===== config.mk =====
export PLATFORM = sky130hd
export DESIGN_NAME = sram_port_arbiter
export DESIGN_NICKNAME = d
export VERILOG_FILES = /design/src/rtl/sram_arb_pkg.sv /design/src/rtl/sram_arb_policy.sv /design/src/rtl/sram_port_arbiter.sv
export SDC_FILE = /design/constraint.sdc
export NUM_CORES = 1
export LEC_CHECK = 0
export CAP_MARGIN = 30
export CORE_AREA = 2 2 101 103
export DETAILED_ROUTE_END_ITERATION = 10
export DIE_AREA = 0 0 103 105
export GPL_ROUTABILITY_DRIVEN = 0
export PLACE_DENSITY = 0.56
export SLEW_MARGIN = 20
export SYNTH_ARGS = -nofsm -noshare
export SYNTH_HDL_FRONTEND = slang
export SYNTH_SLANG_ARGS = --single-unit

===== constraint.sdc =====
create_clock -name clk_i -period 1.7 [get_ports clk_i]
set_clock_uncertainty 0.05 [all_clocks]
set_input_delay 0.17 -clock clk_i [delete_from_list [all_inputs] [get_ports clk_i]]
set_output_delay 0.17 -clock clk_i [all_outputs]
set_load 0.01 [all_outputs]

===== src/rtl/sram_arb_pkg.sv =====
// -----------------------------------------------------------------------------
// sram_arb_pkg
// Shared types and helpers for the single-port SRAM arbiter.
//   src_e          : which requester owns an in-flight response
//   rsp_t          : response-tracking record (valid, source, write, error)
//   addr_in_window : legal-address check used by both request ports
// -----------------------------------------------------------------------------
package sram_arb_pkg;

  typedef enum logic {
    SrcData  = 1'b0,
    SrcInstr = 1'b1
  } src_e;

  typedef struct packed {
    logic vld;
    src_e src;
    logic we;
    logic err;
  } rsp_t;

  // An address is legal when every bit outside the mask matches the base.
  function automatic logic addr_in_window(input logic [31:0] addr,
                                          input logic [31:0] start,
                                          input logic [31:0] mask);
    return (addr & ~mask) == start;
  endfunction

endpackage


===== src/rtl/sram_arb_policy.sv =====
// -----------------------------------------------------------------------------
// sram_arb_policy
// Fixed data-priority arbitration with a bounded starvation guard for fetch.
// Ports:
//   clk_i, rst_i       : clock, synchronous active-high reset
//   d_req_i, i_req_i   : data / fetch requests
//   d_gnt_o, i_gnt_o   : one-hot combinational grants (both 0 in reset)
// -----------------------------------------------------------------------------
module sram_arb_policy
  import sram_arb_pkg::*;
#(
  parameter int MaxStall = 4,
  localparam int SW = $clog2(MaxStall + 1)
) (
  input  logic clk_i,
  input  logic rst_i,
  input  logic d_req_i,
  input  logic i_req_i,
  output logic d_gnt_o,
  output logic i_gnt_o
);

  localparam logic [SW-1:0] StallMax = SW'(MaxStall);

  // Consecutive conflicts fetch has lost; fetch wins once it reaches StallMax.
  logic [SW-1:0] stall_q, stall_d;

  // NOTE: every output of this block is given a default before any branch,
  // so no path leaves a signal unassigned and no latch is inferred.
  always_comb begin
    d_gnt_o = 1'b0;
    i_gnt_o = 1'b0;
    stall_d = stall_q;

    if (!rst_i) begin
      if (d_req_i && i_req_i) begin
        if (stall_q == StallMax) i_gnt_o = 1'b1;
        else                     d_gnt_o = 1'b1;
      end else if (d_req_i) begin
        d_gnt_o = 1'b1;
      end else if (i_req_i) begin
        i_gnt_o = 1'b1;
      end
    end

    if (!i_req_i || i_gnt_o)     stall_d = '0;
    else if (stall_q != StallMax) stall_d = stall_q + 1'b1;
  end

  // NOTE: state registers use non-blocking assignments so every flop samples
  // the values from before the clock edge, independent of process ordering.
  always_ff @(posedge clk_i) begin
    if (rst_i) stall_q <= '0;
    else       stall_q <= stall_d;
  end

endmodule


===== src/rtl/sram_port_arbiter.sv =====
// -----------------------------------------------------------------------------
// sram_port_arbiter
// Shares one single-port SRAM (1-cycle read latency) between the Ibex data
// and instruction-fetch ports using the req/gnt/rvalid/err protocol.
// Out-of-window accesses are granted but never reach the RAM; they answer
// with err=1 one cycle later.
// Ports:
//   clk_i, rst_i                           : clock, synchronous active-high reset
//   d_req_i/d_we_i/d_be_i/d_addr_i/d_wdata_i : data request
//   d_gnt_o/d_rvalid_o/d_rdata_o/d_err_o   : data response
//   i_req_i/i_addr_i                       : fetch request (read-only)
//   i_gnt_o/i_rvalid_o/i_rdata_o/i_err_o   : fetch response
//   ram_req_o/ram_we_o/ram_be_o/ram_addr_o/ram_wdata_o : SRAM request
//   ram_rdata_i                            : SRAM read data, cycle after ram_req_o
// -----------------------------------------------------------------------------
module sram_port_arbiter
  import sram_arb_pkg::*;
#(
  parameter int          Depth    = 16384,
  parameter logic [31:0] MemStart = 32'h0000_0000,
  parameter logic [31:0] MemMask  = 32'h0000_FFFF,
  parameter int          MaxStall = 4,
  localparam int AW = $clog2(Depth)
) (
  input  logic          clk_i,
  input  logic          rst_i,

  input  logic          d_req_i,
  input  logic          d_we_i,
  input  logic [3:0]    d_be_i,
  input  logic [31:0]   d_addr_i,
  input  logic [31:0]   d_wdata_i,
  output logic          d_gnt_o,
  output logic          d_rvalid_o,
  output logic [31:0]   d_rdata_o,
  output logic          d_err_o,

  input  logic          i_req_i,
  input  logic [31:0]   i_addr_i,
  output logic          i_gnt_o,
  output logic          i_rvalid_o,
  output logic [31:0]   i_rdata_o,
  output logic          i_err_o,

  output logic          ram_req_o,
  output logic          ram_we_o,
  output logic [3:0]    ram_be_o,
  output logic [AW-1:0] ram_addr_o,
  output logic [31:0]   ram_wdata_o,
  input  logic [31:0]   ram_rdata_i
);

  logic d_legal, i_legal;
  rsp_t rsp_q, rsp_d;

  sram_arb_policy #(
    .MaxStall (MaxStall)
  ) u_policy (
    .clk_i   (clk_i),
    .rst_i   (rst_i),
    .d_req_i (d_req_i),
    .i_req_i (i_req_i),
    .d_gnt_o (d_gnt_o),
    .i_gnt_o (i_gnt_o)
  );

  assign d_legal = addr_in_window(d_addr_i, MemStart, MemMask);
  assign i_legal = addr_in_window(i_addr_i, MemStart, MemMask);

  // Route the winner to the RAM and record what its response must look like.
  always_comb begin
    ram_req_o   = 1'b0;
    ram_we_o    = 1'b0;
    ram_be_o    = 4'h0;
    ram_addr_o  = '0;
    ram_wdata_o = 32'h0;
    rsp_d       = '0;

    if (d_gnt_o) begin
      ram_req_o   = d_legal;
      ram_we_o    = d_we_i;
      ram_be_o    = d_be_i;
      ram_addr_o  = d_addr_i[AW+1:2];
      ram_wdata_o = d_wdata_i;
      rsp_d       = '{vld: 1'b1, src: SrcData, we: d_we_i, err: !d_legal};
    end else if (i_gnt_o) begin
      ram_req_o   = i_legal;
      ram_be_o    = 4'hF;
      ram_addr_o  = i_addr_i[AW+1:2];
      rsp_d       = '{vld: 1'b1, src: SrcInstr, we: 1'b0, err: !i_legal};
    end
  end

  always_ff @(posedge clk_i) begin
    if (rst_i) rsp_q <= '0;
    else       rsp_q <= rsp_d;
  end

  // Responses are suppressed while reset is held so an access granted just
  // before reset never produces an rvalid.
  always_comb begin
    d_rvalid_o = rsp_q.vld && (rsp_q.src == SrcData)  && !rst_i;
    i_rvalid_o = rsp_q.vld && (rsp_q.src == SrcInstr) && !rst_i;
    d_err_o    = d_rvalid_o && rsp_q.err;
    i_err_o    = i_rvalid_o && rsp_q.err;
    d_rdata_o  = (d_rvalid_o && !rsp_q.we && !rsp_q.err) ? ram_rdata_i : 32'h0;
    i_rdata_o  = (i_rvalid_o && !rsp_q.err) ? ram_rdata_i : 32'h0;
  end

endmodule

# --- Word level (Yosys, flattened, before mapping) ---
# Index checks and enable logic that the tools add are counted.
# Widths: inputs -> output; s select.
classes:
  n_div: 0
  order_cmp: 0
  addsub: 1
  multipliers: 0
  n_mux: 21
  shifts: 0
  bitwise: 1
  n_reduce_logical: 21
  n_eq_ne: 2
op_table:
  columns: ["operator", "n"]
  rows:
  - ["$mux 32", 3]
  - ["$logic_not 32->1", 2]
  - ["$mux 14", 2]
  - ["$mux 4", 4]
  - ["$mux 1", 12]
  - ["$logic_and 1x1->1", 10]
  - ["$logic_not 1->1", 6]
  - ["$reduce_or 2->1", 2]
  - ["$add 3x1->3 const B", 1]
  - ["$eq 3x3->1 const B", 1]
  - ["$ne 3x3->1 const B", 1]
  - ["$logic_or 1x1->1", 1]
  - ["$not 1->1", 1]
totals:
  output_inout_bits: 122
  n_memories: 0
  latch_bits: 0
  regBits: 7
  in_bits: 137
  romBits: 0
  mem_bits_rw: 0

# --- Depth between registers and ports, before layout ---
# Gate-level depths: netlist (run 1).
logic_depth:
  word_depth: 6
  mapped_depth: 7
  depth_no_buf: 6

# --- By module ---
# Synthesis (run 1) repeated with hierarchy kept, for this count alone.
unflattened:
  cells_unflattened: 185
  area_unflattened_um2: 1282.5
by_module_without_submodules:
  columns: ["mod", "area_per_inst_um2", "cells_per_inst", "seq_area_each_um2", "instances"]
  rows:
  - ["sram_port_arbiter", 1109.8, 166, 80.1, 1]
  - ["sram_arb_policy", 172.7, 19, 60.1, 1]

# --- Least setup slack after synthesis (run 1) ---
# No wires, ideal clock.
synth_timing:
  path_type: "reg-to-output"
  startpoint: "register u_policy.stall_q[0]"
  endpoint: "output ram_wdata_o[22]"
  path_slack_ps: 99
  path_buffers: 1
  t_arrival_ps: 1381
  path_stages_with_launch: 8
  cell_sequence: "dfxtp_1 -> inv_1 -> ha_1 -> nand3_1 -> nand3b_1 -> inv_2 -> clkbuf_1 -> and2_1"
synth_via:
  elab_chain_cells: 5
synth_rtl:
  columns: ["element", "line", "text"]
  rows:
  - ["start: declaration", "sram_arb_policy.sv:26", "logic [SW-1:0] stall_q, stall_d;"]
  - ["start signal: assignment", "sram_arb_policy.sv:54", "else stall_q <= stall_d;"]
  - ["$eq 3x3->1", "sram_arb_policy.sv:37", "if (stall_q == StallMax) i_gnt_o = 1'b1;"]
  - ["$mux 1", "sram_arb_policy.sv:37", null]
  - ["$mux 1", "sram_arb_policy.sv:36", "if (d_req_i && i_req_i) begin"]
  - ["$mux 1", "sram_arb_policy.sv:35", "if (!rst_i) begin"]
  - ["via d_gnt_o", "sram_port_arbiter.sv:33", "output logic d_gnt_o,"]
  - ["$mux 32", "sram_port_arbiter.sv:79", "if (d_gnt_o) begin"]
  - ["end: declaration", "sram_port_arbiter.sv:49", "output logic [31:0] ram_wdata_o,"]
# The timed path passes the listed nets, and every way through them passes these cells.

# --- Worst setup path after layout (run 1) ---
layout_timing:
  startpoint: "register u_policy.stall_q[1]"
  endpoint: "output ram_addr_o[6]"
layout_via:
  elab_chain_cells: 6
layout_rtl:
  columns: ["element", "line", "text"]
  rows:
  - ["$eq 3x3->1 *", "sram_arb_policy.sv:37", null]
  - ["$mux 1", "sram_arb_policy.sv:37", null]
  - ["$mux 1", "sram_arb_policy.sv:36", null]
  - ["$mux 1", "sram_arb_policy.sv:35", null]
  - ["$mux 14", "sram_port_arbiter.sv:86", "end else if (i_gnt_o) begin"]
  - ["$mux 14 *", "sram_port_arbiter.sv:79", null]
  - ["end: declaration", "sram_port_arbiter.sv:48", "output logic [AW-1:0] ram_addr_o,"]
# Mark *: on every way between the ends. The rest lies on a longest branch, timed or not.

==> results of run 1 <==
-- worst paths after layout --
kind	startpoint	endpoint	slack, ns	depth (start not counted)
worst max-delay path	u_policy.stall_q[1]$_SDFFE_PP0P_	ram_addr_o[6]	-0.22	9
worst max register to register	u_policy.stall_q[1]$_SDFFE_PP0P_	rsp_q[1]$_SDFF_PP0_	0.17	9
worst min register to register	u_policy.stall_q[0]$_SDFFE_PP0P_	u_policy.stall_q[0]$_SDFFE_PP0P_	0.48	2
worst min-delay path	u_policy.stall_q[0]$_SDFFE_PP0P_	u_policy.stall_q[0]$_SDFFE_PP0P_	0.48	2
-- power breakdown --
part           internal, mW  leakage, nW  switching (mW)
sequential            0.173       0.0590         0.00585
clock                 0.162       0.0228          0.0726
combinational         0.578         2.11           0.254
-- flip-flops by register name, indices dropped and copies added, names as in the netlist --
register and count:
u_policy.stall_q 3, rsp_q 4
-- logic make-up (layout without fill, tap and decap cells) --
| logic type | count (synthesis) | in the layout | synth area share (%) |
|---|---|---|---|
| fa+ha+maj | 2 | 2 | 1.99 |
| compound gates | 22 | 22 | 14.5 |
| mux | 1 | 1 | 0.797 |
| flops | 7 | 7 | 11.2 |
| buf+inv | 19 | 302 | 7.07 |
| simple gates | 123 | 123 | 64.4 |
-- synth_stat cells, drive strengths merged --
master,n,area share (%)
and2,102,53
a22o,15,10
clkbuf,9,3.3
nor4,8,4.0
dfxtp,7,11
inv,6,1.8
a21o,4,2.4
buf,4,2.0
ha,2,2.0
nand2,2,0.60
nand3b,2,1.2
nand4,2,1.0
nor2,2,0.60
nor3b,2,2.5
a211o,1,0.80
a21oi,1,0.40
and2b,1,0.60
and3b,1,0.80
mux2i,1,0.80
nand3,1,0.40
o22ai,1,0.50
-- metal layers --
layer	global-route usage, %	part of all wire [%]
met5	0	0
met2	31.4	56
met1	12.9	31
met4	4.23	1.6
met3	4.15	11
-- cell type report --
type	count	share of cell area (%)
Multi-Input combinational cell	148	26.5
Inverter	6	0.711
Clock buffer	4	0.985
Tap cell	133	3.64
Timing Repair Buffer	292	65.0
Sequential cell	7	3.17
-- critical path, delay by kind of cell (launching register included) --
kind	cells	cell delay, ns
buf+inv	5	0.55
flops	1	0.32
compound gates	1	0.22
simple gates	2	0.24
fa+ha+maj	1	0.14
-- metrics by stage --
stage / cell area (um^2) / total power [mW] / utilization [%]
2_1_floorplan: 1260 / 0.345 / -
3_3_place_gp: 4060 / 0.877 / 42.1
3_5_place_dp: 4060 / 0.880 / 42.1
4_1_cts: 4400 / 1.21 / 45.7
5_1_grt: 4570 / 1.31 / 47.4
6_report: 4570 / 1.25 / 47.4
-- what timing repair did --
action                                  in CTS  in global routing
cloned                                      10                  2
buffers inserted                            20                  1
endpoints found under the setup margin     122                122
pin swaps                                   40                 30
gates resized for setup                    599                 77
==> key figures, run 1 <==
Clock tree
  – H-tree lvl count: 1
  – CTS tree: done
  – Clk slew on worst S/H paths: 0.04 ns
  – Maximum clock insertion buffer count: 2
  – # hold bufs at CTS: 0
  – Clock sink count: 7
  – TritonCTS buffer count: 3
  – Clk_lat worst skew: 0.23 ns
  – Root Buffer: clkbuf_8

Place
  – Dpl ws: -0.543 ns
  – Number of port buffers: 254
  – Final HPWL DP: 6.82 mm
  – Placed Cells: 561

Cells and area
  – Diode count: 0
  – Area growth syn-to-layout: 264%
  – Filler cells: about 970
  – Share of cells above drive strength 1: 53.8%
  – Final nets: a little under 600
  – Multi-input gate area: about 0.0012 mm^2
  – Commonest cells after routing, fill and taps aside: 131 x clkdlybuf4s50_1, 92 x buf_6, 66 x and2_4, 41 x buf_2, 32 x and2_1
  – Register area: 145 um^2
  – Commonest non-fill, non-tap cell in the layout: clkdlybuf4s50_1
  – Fin cells: just under 600

STA
  – Final Hold Fails: 0
  – Fmax: between 500 and 600 MHz
  – Final setup violation count: between 60 and 70
  – Slew @ Worst Pin: between 0.2 and 0.3 ns
  – Setup TNS Final: -8.07 ns
  – Final Max Slew Viols: 0
  – Setup ws final: -0.218 ns
  – Max_slew headroom: between 80% and 90%
  – Final min period: roughly 1.9 ns
  – Final period utilization: 113%
  – Final hold slack: ~0.48 ns
  – RSZ-0062 raised after global routing: true

Logic synthesis
  – Post-Syn Instances: about 170
  – Number of synthesis warnings: 0
  – Post-synth cell types: 26
  – Syn_area_per_cell: 7.22 um^2
  – Post-Syn Area: around 0.0013 mm^2
  – Sequential share of the synthesized area: 11.2%
  – Syn Nets: approximately 310
  – Post-synthesis register bit count: 7

Worst setup path
  – CP endpoint kind: primary output
  – Worst path required time: roughly 1.5 ns
  – Crit path DAT: about 1.7 ns
  – Startpoint types: register
  – Slowest stage delay, CP: around 0.32 ns
  – Slowest CP cell: dfxtp_2
  – CP Max Fanout: 10
  – Cell Chain, Critical Path: inv_2 -> ha_4 -> nand3_2 -> nand3b_1 -> inv_4 -> buf_6 -> buf_12 -> a22o_1 -> buf_2
  – Crit path kind: reg -> out

Detailed routing
  – DRT iter0 DRCs: 45
  – Vias after detailed routing: between 2000 and 2500
  – Vias per cell: roughly 4.0
  – Routed wire length: 9.22 mm
  – Antenna Nets Post-Route: 0
  – DRC: 0
  – Drt wl/cell: roughly 16 um
  – Pre-antenna DRT Iters: 3

GRT
  – Number of antenna violations at the first check in global routing: 0
  – Largest net degree at the start of global routing: 16
  – Grt total ovfl: 0
  – GRT Util Overall: between 10% and 20%
  – Vias in the first global route: 2449
  – First-pass GRT wire length: between 10 and 15 mm

Die
  – Chip width: just over 100 um
  – Num ports: roughly 260
  – Placement Rows: 36
  – DIE AREA: 0.0108 mm^2
  – Core box area: 0.00964 mm^2
  – Starting density of the core: a little over an eighth
  – Die height: approximately 110 um

Run status
  – Failing checks: setup timing
  – Outcome: finished with violations

Power
  – Maximum VDD drop: approximately 0.20 mV
  – Leakage: approximately 2.2 nW
  – Power density over the cells: roughly 270 mW/mm^2

Job
  – Max-cap violations: 0

Hold path
  – Hold Crit Class: reg -> reg
(Power assumes the default switching activity.)
==> inputs of run 2 (changes only) <==
--- a/config.mk
+++ b/config.mk
@@ -11,6 +11,7 @@
 export DIE_AREA = 0 0 103 105
 export GPL_ROUTABILITY_DRIVEN = 0
 export PLACE_DENSITY = 0.56
+export RECOVER_POWER = 25
 export SLEW_MARGIN = 20
 export SYNTH_ARGS = -nofsm -noshare
 export SYNTH_HDL_FRONTEND = slang
==> key figures, run 2 (synthesized netlist as in run 1, its figures left out) <==
Detailed routing
  – Routed wire length: about 9.2 mm
  – Vias after detailed routing: about 2400
  – Pre-antenna DRT Iters: 3
  – Antenna Nets Post-Route: 0
  – DRT iter0 DRCs: between 40 and 50
  – DRC: 0
  – Vias per cell: just over 4
  – Drt wl/cell: around 16 um

Clock tree
  – Clk slew on worst S/H paths: about 0.040 ns
  – CTS tree: done
  – TritonCTS buffer count: 3
  – Clk_lat worst skew: 0.23 ns
  – H-tree lvl count: 1
  – # hold bufs at CTS: 0
  – Root Buffer: clkbuf_8
  – Clock sink count: 7
  – Maximum clock insertion buffer count: 2

Hold path
  – Hold Crit Class: reg -> reg

Worst setup path
  – CP endpoint kind: primary output
  – Crit path DAT: 1.70 ns
  – Worst path required time: ~1.5 ns
  – Crit path kind: reg -> out
  – Startpoint types: register
  – CP Max Fanout: 10

Power
  – Clk pwr share: 18.9%
  – Pint: slightly above 0.9 mW
  – Leakage: about 2.2 nW
  – Seq pwr share: between 10% and 20%
  – Sw Ratio: between 20% and 30%
  – Power density over the cells: 272 mW/mm^2
  – Maximum VDD drop: 0.204 mV
  – Comb pwr share: between 60% and 70%
  – Switching component of the power: 0.333 mW

STA
  – Final Hold Fails: 0
  – Final min period: approximately 1.9 ns
  – Final period utilization: 113%
  – Final setup violation count: between 60 and 70
  – Final Max Slew Viols: 0
  – Fmax: roughly 520 MHz
  – Max_slew headroom: 80.8%
  – Slew @ Worst Pin: about 0.29 ns
  – Setup TNS Final: -8.00 ns
  – Setup ws final: -0.217 ns
  – RSZ-0062 raised after global routing: true

Cells and area
  – Biggest register: rsp_q
  – Final nets: between 500 and 600
  – Area growth syn-to-layout: 264%
  – Share of cells above drive strength 1: between 50 and 60%
  – Commonest cells after routing, fill and taps aside: 131 x clkdlybuf4s50_1, 92 x buf_6, 66 x and2_4, 41 x buf_2, 31 x and2_1
  – Fin cells: between 500 and 600
  – Regs by FF count: rsp_q (4), u_policy.stall_q (3)
  – Diode count: 0
  – Max reg flops: 4
  – Finished Core Util: a little under half
  – Commonest non-fill, non-tap cell in the layout: clkdlybuf4s50_1

GRT
  – First-pass GRT wire length: approximately 12 mm
  – Number of antenna violations at the first check in global routing: 0
  – GRT Util Overall: between 10 and 15%
  – Grt total ovfl: 0
  – Largest net degree at the start of global routing: 16
  – Vias in the first global route: approximately 2400

Die
  – DIE AREA: about 0.011 mm^2
  – Die height: between 100 and 150 um
  – Starting density of the core: about an eighth
  – Num ports: about 260
  – Placement Rows: 36
  – Core box area: approximately 0.0096 mm^2
  – Chip width: 103 um

Run status
  – Failing checks: setup timing
  – Outcome: finished with violations

Job
  – Max-cap violations: 0

Place
  – Number of port buffers: about 250
  – Placed Cells: 561
  – Final HPWL DP: ~6.8 mm
[run 2: cell types whose count changed in the layout (fill, tap and decap cells not counted)]
cell / delta
and2_0: +1
and2_1: -1
[run 2: critical path, stage by stage (launching register included)]
cell and delay, ns:
dfxtp_2 0.31, inv_2 0.06, ha_4 0.14, nand3_2 0.07, nand3b_1 0.17, inv_4 0.08
buf_6 0.14, buf_12 0.13, a22o_1 0.22, buf_2 0.14
[run 2: final timing paths]
kind                                    startpoint                               end  slack (ns)  depth (start not counted)
setup / recovery  u_policy.stall_q[1]$_SDFFE_PP0P_                     ram_addr_o[6]       -0.22                          9
hold / removal    u_policy.stall_q[0]$_SDFFE_PP0P_  u_policy.stall_q[0]$_SDFFE_PP0P_        0.48                          2
setup reg to reg  u_policy.stall_q[1]$_SDFFE_PP0P_               rsp_q[1]$_SDFF_PP0_        0.17                          9
hold reg to reg   u_policy.stall_q[0]$_SDFFE_PP0P_  u_policy.stall_q[0]$_SDFFE_PP0P_        0.48                          2
[run 2: through the flow]
stage / hold WS [ns] / area [um^2] / total power [mW] / setup WS [ns]
floorplan: 0.242 / 1260 / 0.345 / 0.0991
global placement: 0.444 / 4060 / 0.877 / -0.518
detailed placement: 0.460 / 4060 / 0.880 / -0.543
CTS: 0.445 / 4400 / 1.21 / -0.225
global route: 0.511 / 4570 / 1.31 / -0.269
finish: 0.478 / 4570 / 1.25 / -0.217
[run 2: cell type report]
cell class | count | area, um^2
Clock buffer | 4 | 45.0
Fill cell | 971 | 5070
Inverter | 6 | 32.5
Multi-Input combinational cell | 148 | 1210
Sequential cell | 7 | 145
Tap cell | 133 | 166
Timing Repair Buffer | 292 | 2970
[run 2: what timing repair did]
| action | in CTS | in global routing |
|---|---|---|
| gates cloned | 10 | 2 |
| setup buffers | 20 | 1 |
| endpoints found under the hold margin | 0 | 0 |
| pin swaps | 40 | 30 |
| resized for setup | 599 | 77 |
| setup endpoints to repair | 122 | 122 |
[run 2: per-layer routing]
metal	track usage (%)	routed length [um]	share of wire, %
met5	0	0	0
met4	4.23	155	1.7
met3	4.15	1060	11
met2	31.4	5110	56
met1	12.9	2890	31
[run 2: power groups by stage]
stage	registers [mW]	clock network (mW)	logic (mW)
after detailed placement	0.180	0	0.699
after floorplan	0.178	0	0.167
after global routing	0.179	0.248	0.883
final	0.179	0.235	0.832
after CTS	0.178	0.240	0.794
after global placement	0.180	0	0.697
==> inputs of run 3 (changes only) <==
--- a/config.mk
+++ b/config.mk
@@ -12,6 +12,7 @@
 export GPL_ROUTABILITY_DRIVEN = 0
 export PLACE_DENSITY = 0.56
 export RECOVER_POWER = 25
+export REMOVE_ABC_BUFFERS = 1
 export SLEW_MARGIN = 20
 export SYNTH_ARGS = -nofsm -noshare
 export SYNTH_HDL_FRONTEND = slang
==> key figures, run 3 (synthesized netlist as in run 1, its figures left out) <==
Run status
  – Outcome: finished with violations
  – Failing checks: setup timing

Detailed routing
  – DRC: 0
  – Vias after detailed routing: approximately 2400
  – DRT iter0 DRCs: 23
  – Antenna Nets Post-Route: 0
  – Routed wire length: between 9 and 10 mm
  – Drt wl/cell: 16.4 um
  – Pre-antenna DRT Iters: 4
  – Vias per cell: 3.97

Worst setup path
  – Startpoint types: register
  – CP Max Fanout: 5
  – Crit path kind: reg -> out
  – CP endpoint kind: primary output
  – Worst path required time: about 1.5 ns
  – Crit path DAT: around 1.7 ns

STA
  – Final Hold Fails: 0
  – Slew @ Worst Pin: 0.321 ns
  – Final min period: ~1.9 ns
  – RSZ-0062 raised after global routing: true
  – Setup ws final: -0.219 ns
  – Final period utilization: 113%
  – Fmax: 521 MHz
  – Max_slew headroom: approximately four fifths
  – Final Max Slew Viols: 0
  – Final setup violation count: 94

Power
  – Pwr Total: 1.26 mW
  – Power density over the cells: roughly 260 mW/mm^2
  – Leakage: 2.27 nW
  – Maximum VDD drop: roughly 0.18 mV

Place
  – Number of port buffers: 254
  – Dpl ws: -0.631 ns
  – Final HPWL DP: 7.16 mm

Clock tree
  – Clk slew on worst S/H paths: 0.04 ns
  – H-tree lvl count: 1
  – # hold bufs at CTS: 0
  – Root Buffer: clkbuf_8
  – Clock sink count: 7
  – Clk_lat worst skew: 0.23 ns
  – Maximum clock insertion buffer count: 2
  – CTS tree: done
  – TritonCTS buffer count: 3

Cells and area
  – Commonest non-fill, non-tap cell in the layout: clkdlybuf4s50_1
  – Regs by FF count: rsp_q (4), u_policy.stall_q (3)
  – Diode count: 0
  – Area growth syn-to-layout: 281%
  – Commonest cells after routing, fill and taps aside: 130 x clkdlybuf4s50_1, 96 x buf_6, 72 x and2_4, 35 x buf_2, 29 x and2_1
  – Biggest register: rsp_q
  – Share of cells above drive strength 1: around 55%
  – Final nets: around 600
  – Max reg flops: 4

GRT
  – First-pass GRT wire length: ~13 mm
  – Largest net degree at the start of global routing: 18
  – Number of antenna violations at the first check in global routing: 0
  – GRT Util Overall: between 10% and 20%
  – Grt total ovfl: 0
  – Vias in the first global route: between 2000 and 2500

Die
  – Starting density of the core: about an eighth
  – Chip width: 103 um
  – Die height: approximately 110 um
  – Num ports: about 260
  – Core box area: a little under 0.01 mm^2
  – Placement Rows: 36
  – DIE AREA: 0.0108 mm^2

Job
  – Max-cap violations: 0

Hold path
  – Hold Crit Class: in -> reg
run 3: cell count changes in the layout (fill, tap and decap cells not counted), moves of 3 or more:
cell,change
dlygate4sd2_1,+3
buf_12,+3
buf_6,+4
and2_2,-3
and2_4,+6
buf_16,+4
buf_2,-6
run 3: timing repair:
action,in CTS,in global routing
hold endpoints to repair,0,0
gates resized for setup,579,106
buffers inserted,15,3
gates cloned,12,1
pin swaps,32,40
endpoints found under the setup margin,122,112
run 3: worst paths after layout:
| check | startpoint | to | slack [ns] | cells after the start |
|---|---|---|---|---|
| min reg2reg | u_policy.stall_q[0]$_SDFFE_PP0P_ | u_policy.stall_q[0]$_SDFFE_PP0P_ | 0.51 | 2 |
| max reg2reg | u_policy.stall_q[0]$_SDFFE_PP0P_ | rsp_q[0]$_SDFF_PP0_ | 0.29 | 7 |
| max | u_policy.stall_q[0]$_SDFFE_PP0P_ | ram_addr_o[3] | -0.22 | 9 |
| min | i_req_i | u_policy.stall_q[2]$_SDFFE_PP0P_ | 0.45 | 4 |
run 3: routing by layer:
metal | vias to the layer above | global-route usage (%) | wire (um)
li1 | 1161 | - | -
met1 | 1043 | 14.2 | 2930
met2 | 157 | 35.0 | 5710
met3 | 5 | 4.35 | 1080
met4 | 0 | 2.54 | 66
met5 | - | 0 | 0
run 3: power by group:
group | internal, mW | total, mW | switching, mW
Sequential | 0.173 | 0.179 | 0.00621
Clock | 0.162 | 0.236 | 0.0737
Combinational | 0.579 | 0.840 | 0.261
Total | 0.915 | 1.26 | 0.341
run 3: area by class of cell:
cell class,instances,area [um^2]
fillers,917,4850
repair buffers,298,3170
multi-input cells,148,1230
well taps,133,166
flip-flops and latches,7,145
clock buffers,4,45.0
inverters,6,35.0
run 3: critical path, cell delays in order (launching register included):
cell      delay [ns]
dfxtp_2         0.32
inv_2           0.07
ha_4            0.15
nand3_2         0.07
nand3b_1        0.13
inv_2           0.10
buf_12          0.15
buf_16          0.13
a22o_1          0.20
buf_2           0.14
run 3: stage by stage:
step                hold slack, ns  util, %  cell area (um^2)  cells  setup TNS [ns]
floorplan                    0.242        -              1190    161           -1.05
global placement             0.442     42.1              4050    562          -54.82
detailed placement           0.459     42.1              4050    562          -56.50
CTS                          0.428     46.3              4470    593          -10.08
global route                 0.509     49.7              4790    596          -15.06
finish                       0.453     49.7              4790    596           -9.31
